--- src/rtl/decoder_scan_ctrl.sv ---
// decoder_scan_ctrl
//   Channel-scan sequencer that drives the 4-bit input of a 4-to-16 one-hot
//   decoder. It walks a channel index through [first_ch..last_ch] and wraps
//   modulo 16. Each channel is held for dwell+1 cycles. A scan runs once
//   (single-shot) or repeats until stopped (continuous).
//
// Ports
//   clk, rst      clock; asynchronous active-high reset
//   start, stop   level controls, sampled every clk (stop has priority)
//   mode_cont     1 = continuous, 0 = single pass (latched at start)
//   first_ch      first channel of the range (latched at start)
//   last_ch       last channel of the range (latched at start)
//   dwell         hold time minus one (latched at start)
//   sel[0:3]      current channel, sel[0] = LSB
//   sel_valid     sel is a live channel
//   busy          scan in progress
//   ch_strobe     first cycle of each channel dwell
//   done          one-cycle pulse on normal single-shot completion
module decoder_scan_ctrl #(
  parameter int DWELL_W = 8
) (
  input  logic               clk,
  input  logic               rst,
  input  logic               start,
  input  logic               stop,
  input  logic               mode_cont,
  input  logic [3:0]         first_ch,
  input  logic [3:0]         last_ch,
  input  logic [DWELL_W-1:0] dwell,
  output logic [0:3]         sel,
  output logic               sel_valid,
  output logic               busy,
  output logic               ch_strobe,
  output logic               done
);

  typedef enum logic {IDLE, DWELL} state_t;

  state_t               state_q, state_d;
  logic [3:0]           sel_q, sel_d;
  logic                 vld_q, vld_d;
  logic                 busy_q, busy_d;
  logic                 strb_q, strb_d;
  logic                 done_q, done_d;
  logic [DWELL_W-1:0]   cnt_q, cnt_d;
  logic [3:0]           first_q, first_d;
  logic [3:0]           last_q, last_d;
  logic [DWELL_W-1:0]   dwell_q, dwell_d;
  logic                 mode_q, mode_d;

  always_ff @(posedge clk or posedge rst) begin
    if (rst) begin
      state_q <= IDLE;
      sel_q   <= '0;
      vld_q   <= 1'b0;
      busy_q  <= 1'b0;
      strb_q  <= 1'b0;
      done_q  <= 1'b0;
      cnt_q   <= '0;
      first_q <= '0;
      last_q  <= '0;
      dwell_q <= '0;
      mode_q  <= 1'b0;
    end else begin
      state_q <= state_d;
      sel_q   <= sel_d;
      vld_q   <= vld_d;
      busy_q  <= busy_d;
      strb_q  <= strb_d;
      done_q  <= done_d;
      cnt_q   <= cnt_d;
      first_q <= first_d;
      last_q  <= last_d;
      dwell_q <= dwell_d;
      mode_q  <= mode_d;
    end
  end

  always_comb begin
    state_d = state_q;
    sel_d   = sel_q;
    vld_d   = vld_q;
    busy_d  = busy_q;
    strb_d  = 1'b0;
    done_d  = 1'b0;
    cnt_d   = cnt_q;
    first_d = first_q;
    last_d  = last_q;
    dwell_d = dwell_q;
    mode_d  = mode_q;

    unique case (state_q)
      IDLE: begin
        // start and stop together: stop wins, nothing moves
        if (start && !stop) begin
          first_d = first_ch;
          last_d  = last_ch;
          dwell_d = dwell;
          mode_d  = mode_cont;
          sel_d   = first_ch;
          vld_d   = 1'b1;
          busy_d  = 1'b1;
          strb_d  = 1'b1;
          cnt_d   = '0;
          state_d = DWELL;
        end
      end
      DWELL: begin
        if (stop) begin
          // abort: no done pulse
          state_d = IDLE;
          sel_d   = '0;
          vld_d   = 1'b0;
          busy_d  = 1'b0;
        end else if (cnt_q != dwell_q) begin
          cnt_d = cnt_q + 1'b1;
        end else if (sel_q != last_q) begin
          sel_d  = sel_q + 4'd1;   // 4-bit add wraps 15 -> 0
          cnt_d  = '0;
          strb_d = 1'b1;
        end else if (mode_q) begin
          sel_d  = first_q;
          cnt_d  = '0;
          strb_d = 1'b1;
        end else begin
          state_d = IDLE;
          sel_d   = '0;
          vld_d   = 1'b0;
          busy_d  = 1'b0;
          done_d  = 1'b1;
        end
      end
      default: state_d = IDLE;
    endcase
  end

  // Output is declared [0:3] with sel[0] as the LSB, so map bit-by-bit.
  assign sel       = {sel_q[0], sel_q[1], sel_q[2], sel_q[3]};
  assign sel_valid = vld_q;
  assign busy      = busy_q;
  assign ch_strobe = strb_q;
  assign done      = done_q;

endmodule

--- config.mk ---
export PLATFORM = sky130hd
export DESIGN_NAME = decoder_scan_ctrl
export DESIGN_NICKNAME = d
export VERILOG_FILES = /design/src/rtl/decoder_scan_ctrl.sv
export SDC_FILE = /design/constraint.sdc
export NUM_CORES = 1
export LEC_CHECK = 0
export CAP_MARGIN = 20
export CORE_ASPECT_RATIO = 2
export CORE_UTILIZATION = 55
export CTS_CLUSTER_DIAMETER = 50
export CTS_CLUSTER_SIZE = 25
export DETAILED_ROUTE_END_ITERATION = 10
export DONT_BUFFER_PORTS = 1
export GPL_TIMING_DRIVEN = 0
export PLACE_DENSITY_LB_ADDON = 0.15
export SYNTH_ARGS = -nofsm -noshare
export SYNTH_HDL_FRONTEND = slang
export SYNTH_SLANG_ARGS = --single-unit
--- constraint.sdc ---
create_clock -name clk -period 5.4 [get_ports clk]
set_clock_uncertainty 0.15 [all_clocks]
set_input_delay 1.08 -clock clk [delete_from_list [all_inputs] [get_ports clk]]
set_output_delay 1.08 -clock clk [all_outputs]
set_load 0.01 [all_outputs]
==> results of run 1 <==
metrics by stage:
| step | total power, µW | instances | instance area [µm²] | hold slack [ps] | utilization |
|---|---|---|---|---|---|
| after floorplan | 538 | 148 | 1710 | 322 | - |
| after CTS | 773 | 187 | 1860 | 358 | 0.631 |
| final | 763 | 187 | 1860 | 364 | 0.631 |
| after global placement | 575 | 178 | 1740 | 331 | 0.593 |
| after detailed placement | 590 | 179 | 1770 | 342 | 0.602 |
| after global routing | 811 | 187 | 1860 | 382 | 0.631 |
cell type report:
type | count | area share
inverter | 9 | 0.0182
buffer | 6 | 0.0168
timing repair buffer | 1 | 0.0148
multi-input combinational | 100 | 0.439
tap | 30 | 0.0202
clock inverter | 3 | 0.00943
sequential | 33 | 0.444
clock buffer | 5 | 0.0370
Yosys cell counts, types with 2 or more instances:
cell       n  area [µm²]
o21ai_0    2        10.0
o21ai_1    2        10.0
nand2b_1   2        12.5
buf_2      4        20.0
nor2b_1    2        12.5
nand2_1    6        22.5
ha_1       2        25.0
nand4_1    3        18.8
o221ai_1   7        61.3
inv_1      8        30.0
o21a_1     4        30.0
xnor2_1   13         114
mux2i_1    2        20.0
or3_1      8        50.1
nor2_1     6        22.5
nand3_1    3        15.0
mux2_2    19         214
o211ai_1   2        15.0
dfrtp_1   33         826
routing by layer:
metal	routed length (µm)	up-vias	share of wire	GRT usage
met5	0	-	0	0
met2	1990	28	0.58	0.436
met4	106	0	0.031	0.129
met3	119	10	0.035	0.0574
li1	-	554	-	-
met1	1200	588	0.35	0.225
flip-flops by register name (all words and copies together), names as in the netlist:
signal	count
sel_q	4
state_q	1
first_q	4
busy	1
mode_q	1
last_q	4
cnt_q	8
done	1
ch_strobe	1
dwell_q	8
final timing paths:
kind                                         from                     end  slack, ps  depth (start not counted)
min in group asynchronous                     rst    cnt_q[6]$_DFFE_PP0P_        640                          1
min reg2reg                first_q[1]$_DFFE_PP0P_  first_q[1]$_DFFE_PP0P_        360                          1
max in group asynchronous                     rst    cnt_q[5]$_DFFE_PP0P_       3930                          2
max                                          stop  dwell_q[2]$_DFFE_PP0P_       2960                          5
max reg2reg                  sel_q[2]$_DFFE_PP0P_    cnt_q[3]$_DFFE_PP0P_       3300                          5
min                        first_q[1]$_DFFE_PP0P_  first_q[1]$_DFFE_PP0P_        360                          1
power groups by stage:
stage / logic, µW / registers [µW] / clock network (µW)
final: 214 / 368 / 180
after global routing: 234 / 380 / 197
after CTS: 217 / 370 / 186
after detailed placement: 215 / 375 / 0
after global placement: 204 / 372 / 0
after floorplan: 181 / 357 / 0
layout by cell type, fill, tap and decap left out, drive strengths merged, types with 2 or more instances in the layout:
cell type	count
dfrtp	33
mux2	19
xnor2	13
inv	9
or3	8
o221ai	7
nor2	7
nand2	6
clkbuf	6
buf	6
nand4	5
o21ai	5
o21a	4
nand3	3
nor2b	2
nand2b	2
mux2i	2
o211ai	2
ha	2
clkinv	2
cell families after synthesis:
family | count (synthesis)
muxes | 21
DFF | 33
and+or+nand+nor | 38
xor gates and xnor gates | 14
AOI/OAI and AO/OA | 25
adders and majority gates | 2
buffers and inverters | 15
==> reports/metrics.yaml, run 1 <==
drc: 0
grt_pass1_vias: 1239
regArea_um2: 826
path_cells: "nand2b_1 > buf_2 > nor2_2 > buf_2 > mux2_2"
die_h_um: 80.8
hold_viol: 0
grt_max_degree: 19
status: "finished, final reports clean"
synth_cells: 148
cp_top_family: "buffers and inverters"
worstSetupPathType: "in2reg"
htree_levels: 2
clk_latency_ps: 290
power.internal_uw: 501
clk_pin_slew_ps: 70
yosysSeqAreaShare: 0.484
grt.total_usage: 0.242
dieArea_um2: 3340
p_leak_uw: 0.000735
yosys_register_bits: 33
max_freq_mhz: 410
maxCapViolCount: 0
drive_above_1_share: 0.261
routed_wl_um: 3410
antenna_found_initial: 0
syn_to_final_growth_pct: 8.87
io_pins: 29
ctsHoldBuffers: 0
first_pass_iters: 4
ys_types: 39
std_cell_rows: 28
startpoint_type: "input port"
grt_pass1_wl_um: 5340
cts_tree: "done"
arrival_ps: 2450
slew_headroom: 0.528
slew_viol_final: 0
cp_data_required_time_ps: 5420
die_w_um: 41.4
gp_congestion: 0.828
fin_tns_setup_ps: 0
grt-ovfl-total: 0
worst_slew_pin_slew_ps: 707
syn_nets: 171
io_buffers: 0
final_antenna_net_count: 0
clockBufferDepth: 2
setup_ws_ps: 2960
p_sw_frac: 0.343
synthSimpleGateAreaFrac: 0.132
start_util: 0.580
synth_compound_area_frac: 0.122
cp_slowest_cell: "buf_2"
num_antenna_cells: 0
postCtsSetupRepairBufs: 0
nNetsFinal: 179
syn_area_per_cell_um2: 11.5
power.density_nw_per_um2: 411
avgRoutedWirePerCell_um: 18.2
critPathMostFrequentCell: "buf_2"
dp_slack_ps: 2650
setup_viol: 0
cts_root_buf: "clkbuf_8"
hold_path_class: "reg2reg"
yosysWarnings: 0
netSwitchingPower_uw: 262
async_flop_share: 1.00
min_period_over_period: 0.451
synth_edf_count: 0
synth_xor_xnor_area_share: 0.0718
path_max_fanout: 10
clkPwrFrac: 0.236
drt_iter0_markers: 21
synth_top_family_by_area: "multiplexers"
core_area_um2: 2940
synthMuxAreaShare: 0.137
min_period_ps: 2440
routed_via_density: 6.31
synth_fa_ha_area_frac: 0.0147
end_kind: "register"
cts_made_buffers: 5
irDropWorstVdd_mv: 0.293
max_stage_delay_ps: 370
multi_input_area_um2: 816
fillCellCount: 255
power_frac_comb: 0.280
dp_hpwl_um: 2620
postCtsResizedCells: 0
vias: 1180
rsz0062_at_grt: "no"
synth_top_flop_cell: "dfrtp_1"
syn_area_um2: 1710
critical_path_buf_inv_count: 2
clock-sinks: 33
power_frac_seq: 0.483
(Power assumes the default switching activity.)
==> run 2: changes to the inputs <==
==> constraint.sdc (replaced) <==
create_clock -name clk -period 2.07 [get_ports clk]
set_clock_uncertainty 0.15 [all_clocks]
set_input_delay 0.414 -clock clk [delete_from_list [all_inputs] [get_ports clk]]
set_output_delay 0.414 -clock clk [all_outputs]
set_load 0.01 [all_outputs]
==> run 2 against run 1 <==
  * Die area unchanged
  * Core utilization up 2.4 points
  * Global-route usage is 0.58 points higher
==> reports/metrics.yaml, run 2 (synthesis results as in run 1) <==
nNetsFinal: 182  # was 179
max_freq_mhz: 498
min_period_over_period: 0.971
die_w_um: 41.4  # unchanged
vias: 1198  # was 1,180
syn_to_final_growth_pct: 13.0  # was 8.87%
min_period_ps: 2010
grt_pass1_wl_um: 5440  # was 5340 µm
std_cell_rows: 28  # unchanged
antenna_found_initial: 0  # unchanged
avgRoutedWirePerCell_um: 18.5  # was 18.2 µm
clk_pin_slew_ps: 70  # about the same
cp_data_required_time_ps: 2100  # was 5420 ps
layout_commonest_cell: "dfrtp_1"  # unchanged
setup_viol: 0  # unchanged
clkPwrFrac: 0.230  # was 0.236
clk_latency_ps: 290  # about the same
irDropWorstVdd_mv: 0.776  # was 0.293 mV
drt_iter0_markers: 32  # was 21
grt_pass1_vias: 1249  # was 1,239
holdWs_ps: 85.8  # was 364 ps
routed_via_density: 6.31  # about the same
multi_input_area_um2: 857  # was 816 µm²
num_antenna_cells: 0  # unchanged
crit_cells: 6  # was 5
final_cell_mix: "dfrtp_1 (30), mux2_2 (19), xnor2_1 (9), inv_1 (8), or3_1 (8)"  # was dfrtp_1 (33), mux2_2 (19), xnor2_1 (13), inv_1 (8), or3_1 (8)
worstSetupPathType: "reg2reg"  # was in2reg
arrival_ps: 2040  # was 2450 ps
gp_congestion: 0.828  # unchanged
fin_tns_setup_ps: 0  # unchanged
startpoint_type: "register"  # was input port
reg_top3: "cnt_q x8, dwell_q x8"  # unchanged
cts_root_buf: "clkbuf_8"  # unchanged
power.internal_uw: 1350  # was 501 µW
critical_path_buf_inv_count: 1  # was 2
final_antenna_net_count: 0  # unchanged
cts_tree: "done"  # unchanged
cp_slowest_cell: "dfrtp_1"  # was buf_2
power_frac_seq: 0.476  # was 0.483
die_h_um: 80.8  # unchanged
routed_wl_um: 3520  # was 3410 µm
path_max_fanout: 9  # was 10
io_buffers: 0  # unchanged
dp_hpwl_um: 2620  # unchanged
power_frac_comb: 0.294  # was 0.280
first_pass_iters: 4  # unchanged
cp_top_family: "compound AO/OA/AOI/OAI gates"  # was buffers and inverters
end_kind: "register"  # unchanged
dieArea_um2: 3340  # unchanged
p_leak_uw: 0.000769  # was 0.000735 µW
min_path_cells: 1  # unchanged
rr_worst_depth: 6  # was 5
drc: 0  # unchanged
slew_headroom: 0.528  # about the same
max_stage_delay_ps: 430  # was 370 ps
clockBufferDepth: 2  # unchanged
p_sw_frac: 0.344  # was 0.343
netSwitchingPower_uw: 706  # was 262 µW
grt-ovfl-total: 0  # unchanged
core_area_um2: 2940  # unchanged
hold_viol: 0  # unchanged
fillCellCount: 247  # was 255
hold_path_class: "in2reg"  # was reg2reg
cts_made_buffers: 5  # unchanged
grt.total_usage: 0.248  # was 0.242
status: "finished, final reports clean"  # unchanged
io_pins: 29  # unchanged
start_util: 0.580  # unchanged
grt_max_degree: 19  # unchanged
worst_slew_pin_slew_ps: 708  # was 707 ps
htree_levels: 2  # unchanged
path_cells: "xnor2_1 > nand4_1 > buf_4 > o41ai_4 > o21ai_4 > o221ai_1"  # was nand2b_1 > buf_2 > nor2_2 > buf_2 > mux2_2
slew_viol_final: 0  # unchanged
drive_above_1_share: 0.319  # was 0.261
maxCapViolCount: 0  # unchanged
clock-sinks: 33  # unchanged
power.density_nw_per_um2: 1070  # was 411 nW/µm²
regArea_um2: 830  # was 826 µm²
==> run 2: cell types whose count changed in the layout (fill, tap and decap cells not counted), moves of 2 or more <==
cell     delta
buf_4       +2
dfrtp_1     -3
dfrtp_2     +3
xnor2_1     -4
xnor2_2     +4
==> run 2: worst register-to-register path, cell delays in order, from the launching register on <==
cell      delay [ps]
dfrtp_1          430
xnor2_1          180
nand4_1          180
buf_4            200
o41ai_4          370
o21ai_4          170
o221ai_1         230
==> run 2: power by group through the flow <==
| stage | sequential [µW] | clock (µW) | combinational, µW |
|---|---|---|---|
| finish | 977 | 471 | 605 |
| global route | 1010 | 515 | 658 |
| CTS | 971 | 486 | 581 |
| detailed placement | 977 | 0 | 562 |
| global placement | 970 | 0 | 531 |
| floorplan | 933 | 0 | 472 |
==> run 2: worst paths after layout <==
check | startpoint | endpoint | slack (ps)
worst max-delay path | cnt_q[6]$_DFFE_PP0P_ | cnt_q[3]$_DFFE_PP0P_ | 60
worst min-delay path | stop | busy$_DFFE_PP0P_ | 90
worst max register to register | cnt_q[6]$_DFFE_PP0P_ | cnt_q[3]$_DFFE_PP0P_ | 60
worst min register to register | first_q[1]$_DFFE_PP0P_ | first_q[1]$_DFFE_PP0P_ | 370
max in group asynchronous | rst | sel_q[0]$_DFFE_PP0P_ | 670
min in group asynchronous | rst | cnt_q[6]$_DFFE_PP0P_ | 560
==> run 2: per-stage QoR <==
stage / instance area, µm² / cells / utilization / worst slack, ps / power [µW]
finish: 1930 / 190 / 0.655 / 60.0 / 2050
global route: 1930 / 190 / 0.655 / -12.4 / 2180
CTS: 1890 / 188 / 0.641 / 6.00 / 2040
detailed placement: 1770 / 179 / 0.602 / -18.2 / 1540
global placement: 1740 / 178 / 0.593 / 5.10 / 1500
floorplan: 1710 / 148 / - / 244 / 1400
==> run 2: repair_timing <==
item / in CTS / in global routing
hold endpoints to repair: 15 / 0
setup buffers: 0 / 2
resized for setup: 3 / 6
pin swaps: 0 / 2
hold buffers: 1 / 0
endpoints found under the setup margin: 6 / 12
==> run 2: layout make-up <==
| cell class | instances | share of cell area |
|---|---|---|
| Inverter | 9 | 0.0175 |
| Multi-Input combinational cell | 100 | 0.445 |
| Clock buffer | 5 | 0.0357 |
| Clock inverter | 3 | 0.00909 |
| Sequential cell | 33 | 0.430 |
| Tap cell | 30 | 0.0195 |
| Timing Repair Buffer | 4 | 0.0273 |
| Buffer | 6 | 0.0162 |
==> run 2: per-layer routing <==
layer  vias up  track usage  routed length (µm)
li1        560            -                   -
met1       601        0.227                1230
met2        27        0.450                2050
met3        10       0.0574                 119
met4         0        0.132                 114
met5         -            0                   0
==> run 3: changes to the inputs <==
--- a/config.mk
+++ b/config.mk
@@ -9,11 +9,12 @@
 export CORE_ASPECT_RATIO = 2
 export CORE_UTILIZATION = 55
 export CTS_CLUSTER_DIAMETER = 50
-export CTS_CLUSTER_SIZE = 25
+export CTS_CLUSTER_SIZE = 30
 export DETAILED_ROUTE_END_ITERATION = 10
 export DONT_BUFFER_PORTS = 1
 export GPL_TIMING_DRIVEN = 0
 export PLACE_DENSITY_LB_ADDON = 0.15
+export RECOVER_POWER = 25
 export SYNTH_ARGS = -nofsm -noshare
 export SYNTH_HDL_FRONTEND = slang
 export SYNTH_SLANG_ARGS = --single-unit
==> run 3 against run 2 <==
  * Setup slack hardly changed
  * Global-route usage did not move
  * Count of clock-buffer cells in the layout is the same
  * Clock power hardly changed
  * Sequential power decreased by 0.4%
  * Critical path depth unchanged
  * Sequential share of layout area decreased by 0.11 points
  * Combinational power about the same
  * Fmax is the same
  * Wire length unchanged
  * First-iteration DRC count stayed put
  * Highest routed layer unchanged
==> reports/metrics.yaml, run 3 (synthesis results as in run 1) <==
slew_viol_final: 0  # unchanged
setup_ws_ps: 60.0  # about the same
wirelength_met1_um: 1230  # unchanged
grt-ovfl-total: 0  # unchanged
met3WireLength_um: 119  # unchanged
worstSetupPathType: "reg2reg"  # unchanged
routed_wl_um: 3520  # unchanged
die_w_um: 41.4  # unchanged
drc: 0  # unchanged
reg_top3: "cnt_q x8, dwell_q x8"  # unchanged
clk_pin_slew_ps: 70  # about the same
final_antenna_net_count: 0  # unchanged
maxCapViolCount: 0  # unchanged
avgRoutedWirePerCell_um: 18.5  # unchanged
arrival_ps: 2040  # about the same
setup_viol: 0  # unchanged
max_stage_delay_ps: 430  # about the same
max_freq_mhz: 498  # unchanged
std_cell_rows: 28  # unchanged
cts_tree: "done"  # unchanged
dieArea_um2: 3340  # unchanged
cp_data_required_time_ps: 2100  # about the same
min_period_ps: 2010  # about the same
path_max_fanout: 9  # unchanged
clockBufferDepth: 2  # unchanged
grt_pass1_wl_um: 5440  # unchanged
die_h_um: 80.8  # unchanged
cp_slowest_cell: "dfrtp_1"  # unchanged
drt_iter0_markers: 32  # unchanged
syn_to_final_growth_pct: 12.8  # was 13.0%
grt.total_usage: 0.248  # unchanged
num_antenna_cells: 0  # unchanged
wl_met2_um: 2050  # unchanged
antenna_found_initial: 0  # unchanged
core_area_um2: 2940  # unchanged
p_leak_uw: 0.000772  # was 0.000769 µW
io_buffers: 0  # unchanged
grt_max_degree: 19  # unchanged
drive_above_1_share: 0.300  # was 0.319
cts_made_buffers: 5  # unchanged
status: "finished, final reports clean"  # unchanged
fillCellCount: 250  # was 247
worst_slew_pin_slew_ps: 708  # unchanged
layout_commonest_cell: "dfrtp_1"  # unchanged
clock-sinks: 33  # unchanged
routed_via_density: 6.31  # unchanged
min_period_over_period: 0.971  # about the same
vias: 1198  # unchanged
path_cells: "xnor2_1 > nand4_1 > buf_4 > o41ai_4 > o21ai_4 > o221ai_1"  # unchanged
nNetsFinal: 182  # unchanged
start_util: 0.580  # unchanged
gp_congestion: 0.828  # unchanged
startpoint_type: "register"  # unchanged
hold_path_class: "in2reg"  # unchanged
holdWs_ps: 85.7  # was 85.8 ps
hold_viol: 0  # unchanged
htree_levels: 2  # unchanged
dp_slack_ps: -18.2  # unchanged
first_pass_iters: 4  # unchanged
io_pins: 29  # unchanged
irDropWorstVdd_mv: 0.776  # about the same
power.density_nw_per_um2: 1060  # was 1070 nW/µm²
end_kind: "register"  # unchanged
grt_pass1_vias: 1249  # unchanged
clk_latency_ps: 290  # about the same
topRoutingLayerUsed: "met4"  # unchanged
cts_root_buf: "clkbuf_8"  # unchanged
slew_headroom: 0.528  # unchanged
dp_hpwl_um: 2620  # unchanged
final_cell_mix: "dfrtp_1 (33), mux2_2 (19), xnor2_1 (9), inv_1 (8), or3_1 (8)"  # was dfrtp_1 (30), mux2_2 (19), xnor2_1 (9), inv_1 (8), or3_1 (8)
run 3: cell counts in the layout (fill, tap and decap cells not counted):
No cell type changed its count.
run 3: repair_timing:
item / 4_1_cts / 5_1_grt
gates resized for setup: 3 / 6
hold buffers: 1 / 0
pin swaps: 0 / 2
hold endpoints to repair: 15 / 0
setup endpoints to repair: 6 / 12
setup buffers: 0 / 2
run 3: worst paths after layout:
check	startpoint	to	slack [ps]	depth (start not counted)
setup / recovery	cnt_q[6]$_DFFE_PP0P_	cnt_q[3]$_DFFE_PP0P_	60	6
hold / removal	stop	busy$_DFFE_PP0P_	90	1
setup reg to reg	cnt_q[6]$_DFFE_PP0P_	cnt_q[3]$_DFFE_PP0P_	60	6
hold reg to reg	first_q[1]$_DFFE_PP0P_	first_q[1]$_DFFE_PP0P_	370	1
max in group asynchronous	rst	cnt_q[5]$_DFFE_PP0P_	680	3
min in group asynchronous	rst	cnt_q[6]$_DFFE_PP0P_	560	2
run 3: worst max-delay path, delay by kind of cell, from the launching register on:
family,cells,cell delay [ps]
AOI/OAI and AO/OA,3,770
DFF,1,430
buffers and inverters,1,200
xor gates and xnor gates,1,180
and+or+nand+nor,1,180
run 3: routing by layer:
metal | global-route usage | vias to the layer above
met3 | 0.0574 | 10
met2 | 0.450 | 27
met4 | 0.132 | 0
li1 | - | 560
met5 | 0 | -
met1 | 0.227 | 601
run 3: area by class of cell:
cell class	instances	area, µm²	share of cell area
multi-input cells	100	857	0.445
plain buffers	6	31.3	0.0163
repair buffers	4	52.6	0.0273
clock buffers	5	68.8	0.0358
flip-flops and latches	33	826	0.429
well taps	30	37.5	0.0195
clock inverters	3	17.5	0.00910
inverters	9	33.8	0.0176
run 3: metrics by stage:
step / util / power (µW) / setup TNS (ps) / instances / instance area, µm²
after floorplan: - / 1400 / 0 / 148 / 1710
after global placement: 0.593 / 1500 / 0 / 178 / 1740
after detailed placement: 0.602 / 1540 / -97.2 / 179 / 1770
after CTS: 0.641 / 2040 / 0 / 188 / 1890
after global routing: 0.654 / 2180 / -36.2 / 190 / 1920
final: 0.654 / 2050 / 0 / 190 / 1920
run 3: power breakdown:
part	internal, µW	switching [µW]	total (µW)
Combinational	319	286	604
Sequential	793	181	973
Clock	232	240	471
Total	1340	706	2050
